<file path="src/rtl/uart_pkg.sv">
// Shared UART definitions for the rx and tx sides.
//   - Parity mode encodings as carried on PARITY_MODE (2'b11 also means none).
//   - Receiver state encoding.
//   - maj3: 2-of-3 majority used by the oversampling vote.
package uart_pkg;

  localparam logic [1:0] PAR_NONE = 2'b00;
  localparam logic [1:0] PAR_EVEN = 2'b01;
  localparam logic [1:0] PAR_ODD  = 2'b10;

  typedef enum logic [2:0] {
    ST_IDLE     = 3'd0,
    ST_START    = 3'd1,
    ST_DATA     = 3'd2,
    ST_PARITY   = 3'd3,
    ST_STOP     = 3'd4,
    ST_BRK_WAIT = 3'd5
  } rx_state_e;

  function automatic logic maj3(input logic [2:0] v);
    return (v[0] & v[1]) | (v[0] & v[2]) | (v[1] & v[2]);
  endfunction

endpackage

</file>
<file path="src/rtl/uart_sync.sv">
// Metastability synchroniser for an asynchronous level input.
// The chain resets to 1 because the lines it serves (serial data, CTS) idle high.
//   i_clk    clock
//   i_rst_n  asynchronous active-low reset
//   i_d      asynchronous input
//   o_q      synchronised output, STAGES clocks of latency
module uart_sync #(
  parameter int STAGES = 2
) (
  input  logic i_clk,
  input  logic i_rst_n,
  input  logic i_d,
  output logic o_q
);

  logic [STAGES-1:0] r_chain;

  always_ff @(posedge i_clk or negedge i_rst_n) begin
    if (!i_rst_n) r_chain <= '1;
    else          r_chain <= {r_chain[STAGES-2:0], i_d};
  end

  assign o_q = r_chain[STAGES-1];

endmodule

</file>
<file path="src/rtl/uart_rx_param.sv">
// Parametrised UART receiver with oversampled majority-vote sampling, optional
// parity, one or two stop bits, break detection and a valid/ready holding register.
//   CLOCK_RX     clock, rising edge
//   NRESET       asynchronous active-low reset
//   SI           serial input, idle high
//   S_TICK       oversample enable, OS ticks per bit
//   PARITY_MODE  00/11 none, 01 even, 10 odd (latched at start of frame)
//   STOP2        check a second stop bit (latched at start of frame)
//   RX_DATA      received word, held while RX_VALID
//   RX_VALID     word available; RX_READY accepts it
//   FRAME_ERR    stop bit sampled 0 (qualified by RX_VALID)
//   PARITY_ERR   parity mismatch (qualified by RX_VALID)
//   BREAK_DET    break frame (qualified by RX_VALID)
//   OVERRUN      sticky: a completed word was dropped; cleared by handshake
//   NINTI        active-low interrupt, ~RX_VALID
module uart_rx_param
  import uart_pkg::*;
#(
  parameter int DATA_BITS   = 8,
  parameter int OS          = 16,
  parameter int SYNC_STAGES = 2
) (
  input  logic                 CLOCK_RX,
  input  logic                 NRESET,
  input  logic                 SI,
  input  logic                 S_TICK,
  input  logic [1:0]           PARITY_MODE,
  input  logic                 STOP2,
  output logic [DATA_BITS-1:0] RX_DATA,
  output logic                 RX_VALID,
  input  logic                 RX_READY,
  output logic                 FRAME_ERR,
  output logic                 PARITY_ERR,
  output logic                 BREAK_DET,
  output logic                 OVERRUN,
  output logic                 NINTI
);

  localparam int TW = $clog2(OS);
  localparam int BW = $clog2(DATA_BITS);
  localparam logic [TW-1:0] TICK_MID  = TW'(OS / 2 - 1);
  localparam logic [TW-1:0] TICK_LAST = TW'(OS - 1);
  localparam logic [BW-1:0] LAST_BIT  = BW'(DATA_BITS - 1);

  logic w_si_s;

  uart_sync #(
    .STAGES (SYNC_STAGES)
  ) u_sync (
    .i_clk   (CLOCK_RX),
    .i_rst_n (NRESET),
    .i_d     (SI),
    .o_q     (w_si_s)
  );

  // Frame FSM state
  rx_state_e            r_state, w_state_n;
  logic [TW-1:0]        r_tick, w_tick_n;
  logic [BW-1:0]        r_bit, w_bit_n;
  logic                 r_stop_idx, w_stop_idx_n;
  logic [DATA_BITS-1:0] r_shift, w_shift_n;
  logic                 r_par_bit, w_par_bit_n;
  logic                 r_fe_acc, w_fe_acc_n;
  logic [1:0]           r_mode, w_mode_n;
  logic                 r_stop2, w_stop2_n;
  logic [2:0]           r_vote;

  // Completion outputs of the FSM (combinational, valid with w_done)
  logic w_done, w_fe, w_brk;
  logic w_bit, w_mid, w_end, w_par_en, w_pe;

  // Completion capture stage and holding register
  logic                 r_done_p1, r_fe_p1, r_pe_p1, r_brk_p1;
  logic [DATA_BITS-1:0] r_data_p1;
  logic [DATA_BITS-1:0] r_rx_data;
  logic                 r_rx_valid, r_fe, r_pe, r_brk, r_ovr;
  logic                 w_hs;

  // The decision uses the three samples taken on the ticks before the sample tick.
  assign w_bit    = maj3(r_vote);
  assign w_mid    = (r_tick == TICK_MID);
  assign w_end    = (r_tick == TICK_LAST);
  assign w_par_en = (r_mode == PAR_EVEN) || (r_mode == PAR_ODD);
  assign w_pe     = w_par_en & ((^r_shift ^ r_par_bit) != (r_mode == PAR_ODD));

  always_ff @(posedge CLOCK_RX or negedge NRESET) begin
    if (!NRESET) begin
      r_state    <= ST_IDLE;
      r_tick     <= '0;
      r_bit      <= '0;
      r_stop_idx <= 1'b0;
      r_shift    <= '0;
      r_par_bit  <= 1'b0;
      r_fe_acc   <= 1'b0;
      r_mode     <= PAR_NONE;
      r_stop2    <= 1'b0;
      r_vote     <= 3'b111;
    end else begin
      r_state    <= w_state_n;
      r_tick     <= w_tick_n;
      r_bit      <= w_bit_n;
      r_stop_idx <= w_stop_idx_n;
      r_shift    <= w_shift_n;
      r_par_bit  <= w_par_bit_n;
      r_fe_acc   <= w_fe_acc_n;
      r_mode     <= w_mode_n;
      r_stop2    <= w_stop2_n;
      if (S_TICK) r_vote <= {r_vote[1:0], w_si_s};
    end
  end

  always_comb begin
    w_state_n    = r_state;
    w_tick_n     = r_tick;
    w_bit_n      = r_bit;
    w_stop_idx_n = r_stop_idx;
    w_shift_n    = r_shift;
    w_par_bit_n  = r_par_bit;
    w_fe_acc_n   = r_fe_acc;
    w_mode_n     = r_mode;
    w_stop2_n    = r_stop2;
    w_done       = 1'b0;
    w_fe         = 1'b0;
    w_brk        = 1'b0;

    if (S_TICK) begin
      case (r_state)
        ST_IDLE: begin
          if (!w_si_s) begin
            w_state_n = ST_START;
            w_tick_n  = '0;
            w_mode_n  = PARITY_MODE;
            w_stop2_n = STOP2;
          end
        end

        ST_START: begin
          if (w_mid) begin
            // A start bit that is high again at mid-bit was a glitch.
            w_state_n   = w_bit ? ST_IDLE : ST_DATA;
            w_tick_n    = '0;
            w_bit_n     = '0;
            w_par_bit_n = 1'b0;
            w_fe_acc_n  = 1'b0;
          end else begin
            w_tick_n = r_tick + 1'b1;
          end
        end

        ST_DATA: begin
          if (w_end) begin
            w_tick_n  = '0;
            w_shift_n = {w_bit, r_shift[DATA_BITS-1:1]};
            if (r_bit == LAST_BIT) begin
              w_bit_n      = '0;
              w_stop_idx_n = 1'b0;
              w_state_n    = w_par_en ? ST_PARITY : ST_STOP;
            end else begin
              w_bit_n = r_bit + 1'b1;
            end
          end else begin
            w_tick_n = r_tick + 1'b1;
          end
        end

        ST_PARITY: begin
          if (w_end) begin
            w_tick_n     = '0;
            w_par_bit_n  = w_bit;
            w_stop_idx_n = 1'b0;
            w_state_n    = ST_STOP;
          end else begin
            w_tick_n = r_tick + 1'b1;
          end
        end

        ST_STOP: begin
          if (w_end) begin
            w_tick_n = '0;
            if (r_stop2 && !r_stop_idx) begin
              w_stop_idx_n = 1'b1;
              w_fe_acc_n   = r_fe_acc | ~w_bit;
            end else begin
              // Last stop sample closes the frame at mid-bit.
              w_done    = 1'b1;
              w_fe      = r_fe_acc | ~w_bit;
              w_brk     = (r_shift == '0) & (~w_par_en | ~r_par_bit) & ~w_bit;
              w_state_n = w_brk ? ST_BRK_WAIT : ST_IDLE;
            end
          end else begin
            w_tick_n = r_tick + 1'b1;
          end
        end

        ST_BRK_WAIT: begin
          if (w_si_s) w_state_n = ST_IDLE;
        end

        default: w_state_n = ST_IDLE;
      endcase
    end
  end

  // Stage p1: capture the completed word one cycle after the completing tick
  always_ff @(posedge CLOCK_RX or negedge NRESET) begin
    if (!NRESET) begin
      r_done_p1 <= 1'b0;
      r_data_p1 <= '0;
      r_fe_p1   <= 1'b0;
      r_pe_p1   <= 1'b0;
      r_brk_p1  <= 1'b0;
    end else begin
      r_done_p1 <= w_done;
      if (w_done) begin
        r_data_p1 <= r_shift;
        r_fe_p1   <= w_fe;
        r_pe_p1   <= w_pe;
        r_brk_p1  <= w_brk;
      end
    end
  end

  assign w_hs = r_rx_valid & RX_READY;

  // Holding register: a word completing while the previous one is still
  // unaccepted is dropped; a same-cycle handshake frees the slot for it.
  always_ff @(posedge CLOCK_RX or negedge NRESET) begin
    if (!NRESET) begin
      r_rx_data  <= '0;
      r_rx_valid <= 1'b0;
      r_fe       <= 1'b0;
      r_pe       <= 1'b0;
      r_brk      <= 1'b0;
      r_ovr      <= 1'b0;
    end else begin
      if (w_hs) r_ovr <= 1'b0;
      if (r_done_p1 && r_rx_valid && !w_hs) r_ovr <= 1'b1;

      if (r_done_p1 && (!r_rx_valid || w_hs)) begin
        r_rx_data  <= r_data_p1;
        r_fe       <= r_fe_p1;
        r_pe       <= r_pe_p1;
        r_brk      <= r_brk_p1;
        r_rx_valid <= 1'b1;
      end else if (w_hs) begin
        r_rx_valid <= 1'b0;
      end
    end
  end

  assign RX_DATA    = r_rx_data;
  assign RX_VALID   = r_rx_valid;
  assign FRAME_ERR  = r_fe;
  assign PARITY_ERR = r_pe;
  assign BREAK_DET  = r_brk;
  assign OVERRUN    = r_ovr;
  assign NINTI      = ~r_rx_valid;

endmodule

</file>
<file path="config.mk">
export PLATFORM = sky130hd
export DESIGN_NAME = uart_rx_param
export DESIGN_NICKNAME = d
export VERILOG_FILES = /design/src/rtl/uart_pkg.sv /design/src/rtl/uart_sync.sv /design/src/rtl/uart_rx_param.sv
export SDC_FILE = /design/constraint.sdc
export NUM_CORES = 1
export LEC_CHECK = 0
export ABC_AREA = 1
export CELL_PAD_IN_SITES_DETAIL_PLACEMENT = 0
export CELL_PAD_IN_SITES_GLOBAL_PLACEMENT = 1
export CORE_AREA = 10 10 96 81
export CTS_CLUSTER_DIAMETER = 100
export DETAILED_ROUTE_END_ITERATION = 6
export DIE_AREA = 0 0 106 91
export PLACE_DENSITY = 0.88
export SYNTH_ARGS = -nofsm -noshare
export SYNTH_HDL_FRONTEND = slang
export SYNTH_HIERARCHICAL = 1
export SYNTH_SLANG_ARGS = --single-unit
</file>
<file path="constraint.sdc">
create_clock -name CLOCK_RX -period 2.6 [get_ports CLOCK_RX]
set_clock_uncertainty 0.05 [all_clocks]
set_input_delay 0.39 -clock CLOCK_RX [delete_from_list [all_inputs] [get_ports CLOCK_RX]]
set_output_delay 0.39 -clock CLOCK_RX [all_outputs]
set_load 0.05 [all_outputs]
</file>
After elaboration in Yosys (flattened, before gate mapping)
Index checks and enable logic that the tools add are counted.
{"block": "op_classes", "addsub": 2, "mul": 0, "div_mod_pow": 0, "n_lt_le_gt_ge": 0, "eq_ne": 20, "n_shift": 0, "n_mux": 47, "n_bitwise": 17, "n_reduce_logical": 28}
{"op": "2-to-1 mux 3 bit", "n": 13}
{"op": "2-to-1 mux 1 bit", "n": 24}
{"op": "one-hot mux 3 bit (6 select lines)", "n": 1}
{"op": "inequality test 2 bit (second input constant)", "n": 8}
{"op": "2-to-1 mux 4 bit", "n": 3}
{"op": "one-hot mux 4 bit (3 select lines)", "n": 1}
{"op": "nonzero test 2 bit", "n": 5}
{"op": "equality test 3 bit (second input constant)", "n": 3}
{"op": "AND reduction 3 bit", "n": 3}
{"op": "AND reduction 9 bit", "n": 1}
{"op": "logical NOT 8 bit", "n": 1}
{"op": "AND reduction 4 bit", "n": 2}
{"op": "parity 8 bit", "n": 1}
{"op": "AND 1 bit", "n": 7}
{"op": "AND reduction 7 bit", "n": 1}
{"op": "equality test 3 x 2 -> 1 bit (second input constant)", "n": 2}
{"op": "one-hot mux 3 bit (2 select lines)", "n": 1}
{"op": "nonzero test 3 bit", "n": 2}
{"op": "inverter 1 bit", "n": 5}
{"op": "AND reduction 5 bit", "n": 1}
{"op": "adder 4 x 1 -> 4 bit (second input constant)", "n": 1}
{"op": "equality test 4 x 3 -> 1 bit (second input constant)", "n": 1}
{"op": "equality test 4 bit (second input constant)", "n": 1}
{"op": "logical AND 1 bit", "n": 4}
{"op": "other kinds (15)", "n": 22}
{"block": "word_totals", "reg_bits": 54, "latch_bits": 0, "mem_bits_rw": 0, "romBits": 0, "input_bits": 8, "word_cells": 136, "n_memories": 0}

Longest topological paths before layout
{"block": "depth", "depth_word": 10, "depth_mapped": 10, "depth_no_buf": 10}

Cells and area by module
Netlist, hierarchy kept.
{"module": "uart_rx_param", "instances": 1, "cells_each": 300, "area_per_inst_um2": 2651.3}
{"module": "uart_sync", "instances": 1, "cells_each": 2, "area_per_inst_um2": 52.6}

Worst setup path after synthesis
Ideal clock, no wire load.
{"block": "synth_path", "kind": "register to register", "start": "register r_rx_valid (netlist: RX_VALID)", "end": "register r_pe (netlist: PARITY_ERR)", "setup_time_ns": 0.125, "t_arrival_ns": 1.905, "t_required_ns": 2.425, "setup_slack_ns": 0.520, "path_stages_with_launch": 6, "synth_period_minus_slack_ns": 2.080, "cell_sequence": "dfrtp_1 inv_1 or2_1 nand2_2 buf_4 mux2_2"}
{"block": "synth_via", "elab_chain_cells": 3}
{"element": "from (decl)", "line": "uart_rx_param.sv:76", "text": "logic r_rx_valid, r_fe, r_pe, r_brk, r_ovr;"}
{"element": "from (signal assigned)", "line": "uart_rx_param.sv:230", "text": "r_rx_valid <= 1'b0;"}
{"element": "from (signal assigned)", "line": "uart_rx_param.sv:244", "text": "r_rx_valid <= 1'b1;"}
{"element": "from (signal assigned)", "line": "uart_rx_param.sv:246", "text": "r_rx_valid <= 1'b0;"}
{"element": "AND 1 bit / logical NOT 1 bit (equally long branches)", "line": "uart_rx_param.sv:223, uart_rx_param.sv:239"}
{"element": "logical OR 1 bit *", "line": "uart_rx_param.sv:239", "text": "if (r_done_p1 && (!r_rx_valid || w_hs)) begin"}
{"element": "logical AND 1 bit *", "line": "uart_rx_param.sv:239"}
{"element": "to (signal assigned)", "line": "uart_rx_param.sv:242", "text": "r_pe <= r_pe_p1;"}
{"element": "to (decl)", "line": "uart_rx_param.sv:76"}
Every way passes the cells marked *; elsewhere a longest branch is shown, timed or not.
A chain may end at the register's enable or synchronous reset.

Worst setup path in the final report
{"block": "layout_path", "start": "register r_rx_valid (netlist: RX_VALID)", "end": "output NINTI"}
{"block": "layout_via", "elab_chain_cells": 1}
{"element": "inverter 1 bit", "line": "uart_rx_param.sv:257", "text": "assign NINTI = ~r_rx_valid;"}
{"element": "to (decl)", "line": "uart_rx_param.sv:36", "text": "output logic NINTI"}
Every way passes these cells.

==> results by group <==
STA
  – RSZ-0062 raised after global routing: no
  – Final critical-path required period: 2.040 ns
  – Slew Viols, Final: 0
  – Fmax: 490.2 MHz
  – Setup TNS: 0 ns
  – Max-slew headroom: 64.68%
  – Worst-Margin Slew: 0.5262 ns
  – Final Hold Fails: 5
  – Final setup fails: 0
  – Final Cycle Share: 78.47%
  – Minimum hold slack: -0.001266 ns

Global route
  – GRT overflow: 0
  – First-pass GRT wire length: 8.907 mm
  – Vias in the first global route: 1941
  – Initial antenna violation count: 0
  – Largest net degree at the start of global routing: 34
  – Tot GR Track Use: 10.87%

Synth
  – Seq/Total Area, Yosys: 50.21%
  – Synthesized net count: 318
  – Mux share of post-synthesis cell area: 4.165%
  – Area fraction in compound gates after synthesis: 9.116%
  – Distinct cells, synth: 28
  – Synth top area cells: dfrtp_1, nand2_1, dfstp_2, mux2_2, inv_1
  – Top cell type by total area after synthesis: dfrtp_1
  – Mapped Area: 0.002704 mm^2
  – #FFs+latches synth: 54
  – Largest family of logic cells by synthesized area: simple AND/OR/NAND/NOR gates
  – Post-Syn Area per Cell: 8.953 um^2
  – Yosys Warn Count: 6
  – Simple-gate area share of the yosys netlist: 23.74%
  – Post-Synth XOR/XNOR Area: 2.591%
  – Adder-cell share of the synthesized area: 3.702%
  – Synthesized instance count: 302
  – Yosys top cell area share: 45.35%

Status
  – Status: finished, violations left
  – Failing checks: hold timing

CTS
  – TritonCTS clock tree: yes
  – CTS Buffer Depth: 2
  – Worst skew pair latency: 0.30 ns
  – Setup Fix Bufs, Post-CTS: 0
  – Clock buffer count from CTS: 5
  – Post-CTS Resized: 0
  – Hold buffer count at cts: 0
  – Clk pin slew, worst setup/hold paths: 0.09 ns
  – Sink Count: 54
  – Root Buffer: clkbuf_8
  – H-tree Lvls: 2

Detailed routing
  – DRC viols: 0
  – Vias per inst: 4.744
  – Wire per inst: 11.99 um
  – Initial drt markers: 57
  – DRT antenna net count: 0
  – Final wirelength: 4.914 mm
  – DRT Pass-1 Iters: 4
  – Vias: 1945

Critical path
  – Crit Reg-Reg Startpoint: r_tick[0]$_DFFE_PN0P_
  – Worst reg-to-reg path cell count: 7
  – Setup CP Type: reg2out
  – Crit path capture type: primary output
  – Flop2flop setup slack: 0.89 ns
  – CP Data Required Time: 2.16 ns
  – Setup crit start kind: flip-flop
  – Data arrival time of the worst path: 1.60 ns
  – Reg-to-Reg End: r_fe_p1$_DFFE_PN0P_
  – Maximum fanout along the worst path: 4

Finish
  – Filler cell count: 561
  – Diodes inserted: 0
  – Most common cell after layout, fill and taps aside: nand2_1
  – Fraction of final layout cells sized beyond drive strength 1: 18.24%
  – Post-layout nets: 344
  – Footprint of the multi-input gates: 0.001171 mm^2
  – Sequential cell area: 0.001358 mm^2
  – Area Growth Syn to Fin: 15.46%
  – Most frequent cells in the layout: nand2_1, dfrtp_1, inv_1

Power and ir drop
  – VDD IR max: 0.3039 mV
  – LEAKAGE: 1.545 nW
  – Power per cell area: 742.6 mW/mm^2
  – Total power: 2.318 mW

Floorplan
  – Core area: 0.005818 mm^2
  – Die width: 106 um
  – Initial Util: 46.47%
  – Die area: 0.009646 mm^2
  – Row count: 25
  – Die H: 91 um
  – Ports: 22

Run
  – Max Cap Viol: 0

Placed design
  – Post-DP HPWL: 3.889 mm
  – Final RePlAce weighted congestion: 0.8454
  – PortBufs: 21

Hold path
  – Hold Path Class: in2async
-- cell families after synthesis --
| group | after synthesis |
|---|---|
| and+or+nand+nor | 141 |
| DFF | 54 |
| AOI/OAI and AO/OA | 42 |
| buffers and inverters | 39 |
| muxes | 10 |
| xor gates and xnor gates | 8 |
| adders and majority gates | 8 |
-- synth_stat cells --
cell type,instances
nand2_2,6
dfrtp_1,49
nor2_2,6
nor2_4,2
mux2_2,10
or2_1,1
buf_6,3
nand3_4,1
ha_1,8
or2_0,1
dfstp_2,5
nand4_1,1
nand2_1,88
xor2_1,5
inv_4,1
a21oi_1,5
o21ai_0,14
inv_1,29
o21ai_1,13
nand3_1,11
nand3b_1,2
xnor2_1,3
o21ai_2,9
nand3_2,4
buf_4,1
nor2_1,18
o211ai_1,1
inv_2,5
-- power breakdown --
| group | total, mW | switching [mW] | internal (mW) |
|---|---|---|---|
| Sequential | 1.02 | 0.0888 | 0.928 |
| Combinational | 0.644 | 0.423 | 0.221 |
| Clock | 0.657 | 0.271 | 0.386 |
-- flip-flops by register name, summed over array words and instances (netlist names), 2 cells and up --
signal          count
r_data_p1           8
r_bit               3
r_vote              3
r_shift             8
r_state             3
u_sync/r_chain      2
r_tick              4
r_mode              2
RX_DATA             8
-- worst max-delay path by stage --
stage,from,to,slack (ns)
after floorplan,RX_VALID$_DFFE_PN0P_,PARITY_ERR$_DFFE_PN0P_,0.52
after global placement,S_TICK,r_fe_p1$_DFFE_PN0P_,0.66
after detailed placement,S_TICK,r_fe_p1$_DFFE_PN0P_,0.62
after CTS,RX_VALID$_DFFE_PN0P_,NINTI,0.53
after global routing,RX_VALID$_DFFE_PN0P_,NINTI,0.47
final,RX_VALID$_DFFE_PN0P_,NINTI,0.56
-- critical path, cell delays in order, from the launching register on --
cell             delay [ns]
dfrtp_1                0.41
inv_1                  0.08
clkdlybuf4s50_1        0.80
-- stage by stage --
| step | cells | util, % | setup slack [ns] | cell area (um^2) |
|---|---|---|---|---|
| finish | 410 | 53.66 | 0.5598 | 3122 |
| global route | 410 | 53.66 | 0.4691 | 3122 |
| CTS | 410 | 53.66 | 0.5335 | 3122 |
| detailed placement | 402 | 51.29 | 0.6159 | 2984 |
| global placement | 402 | 51.29 | 0.6566 | 2984 |
| floorplan | 302 | - | 0.5200 | 2704 |
-- routing by layer --
metal,vias to the layer above,track usage (%),wire length (um)
met5,-,0,0
met3,7,3.037,220
met2,29,16.10,2022
met4,0,2.703,42
met1,898,15.25,2630
li1,1011,-,-
-- final cells by class --
class                      instances  area share [%]
clock buffer                       5           2.204
tap                               81           3.246
timing repair buffer              23           7.054
inverter                          35           4.289
clock inverter                     3           2.204
multi-input combinational        209           37.51
sequential                        54           43.49
Power figures use the tool's default switching activity.
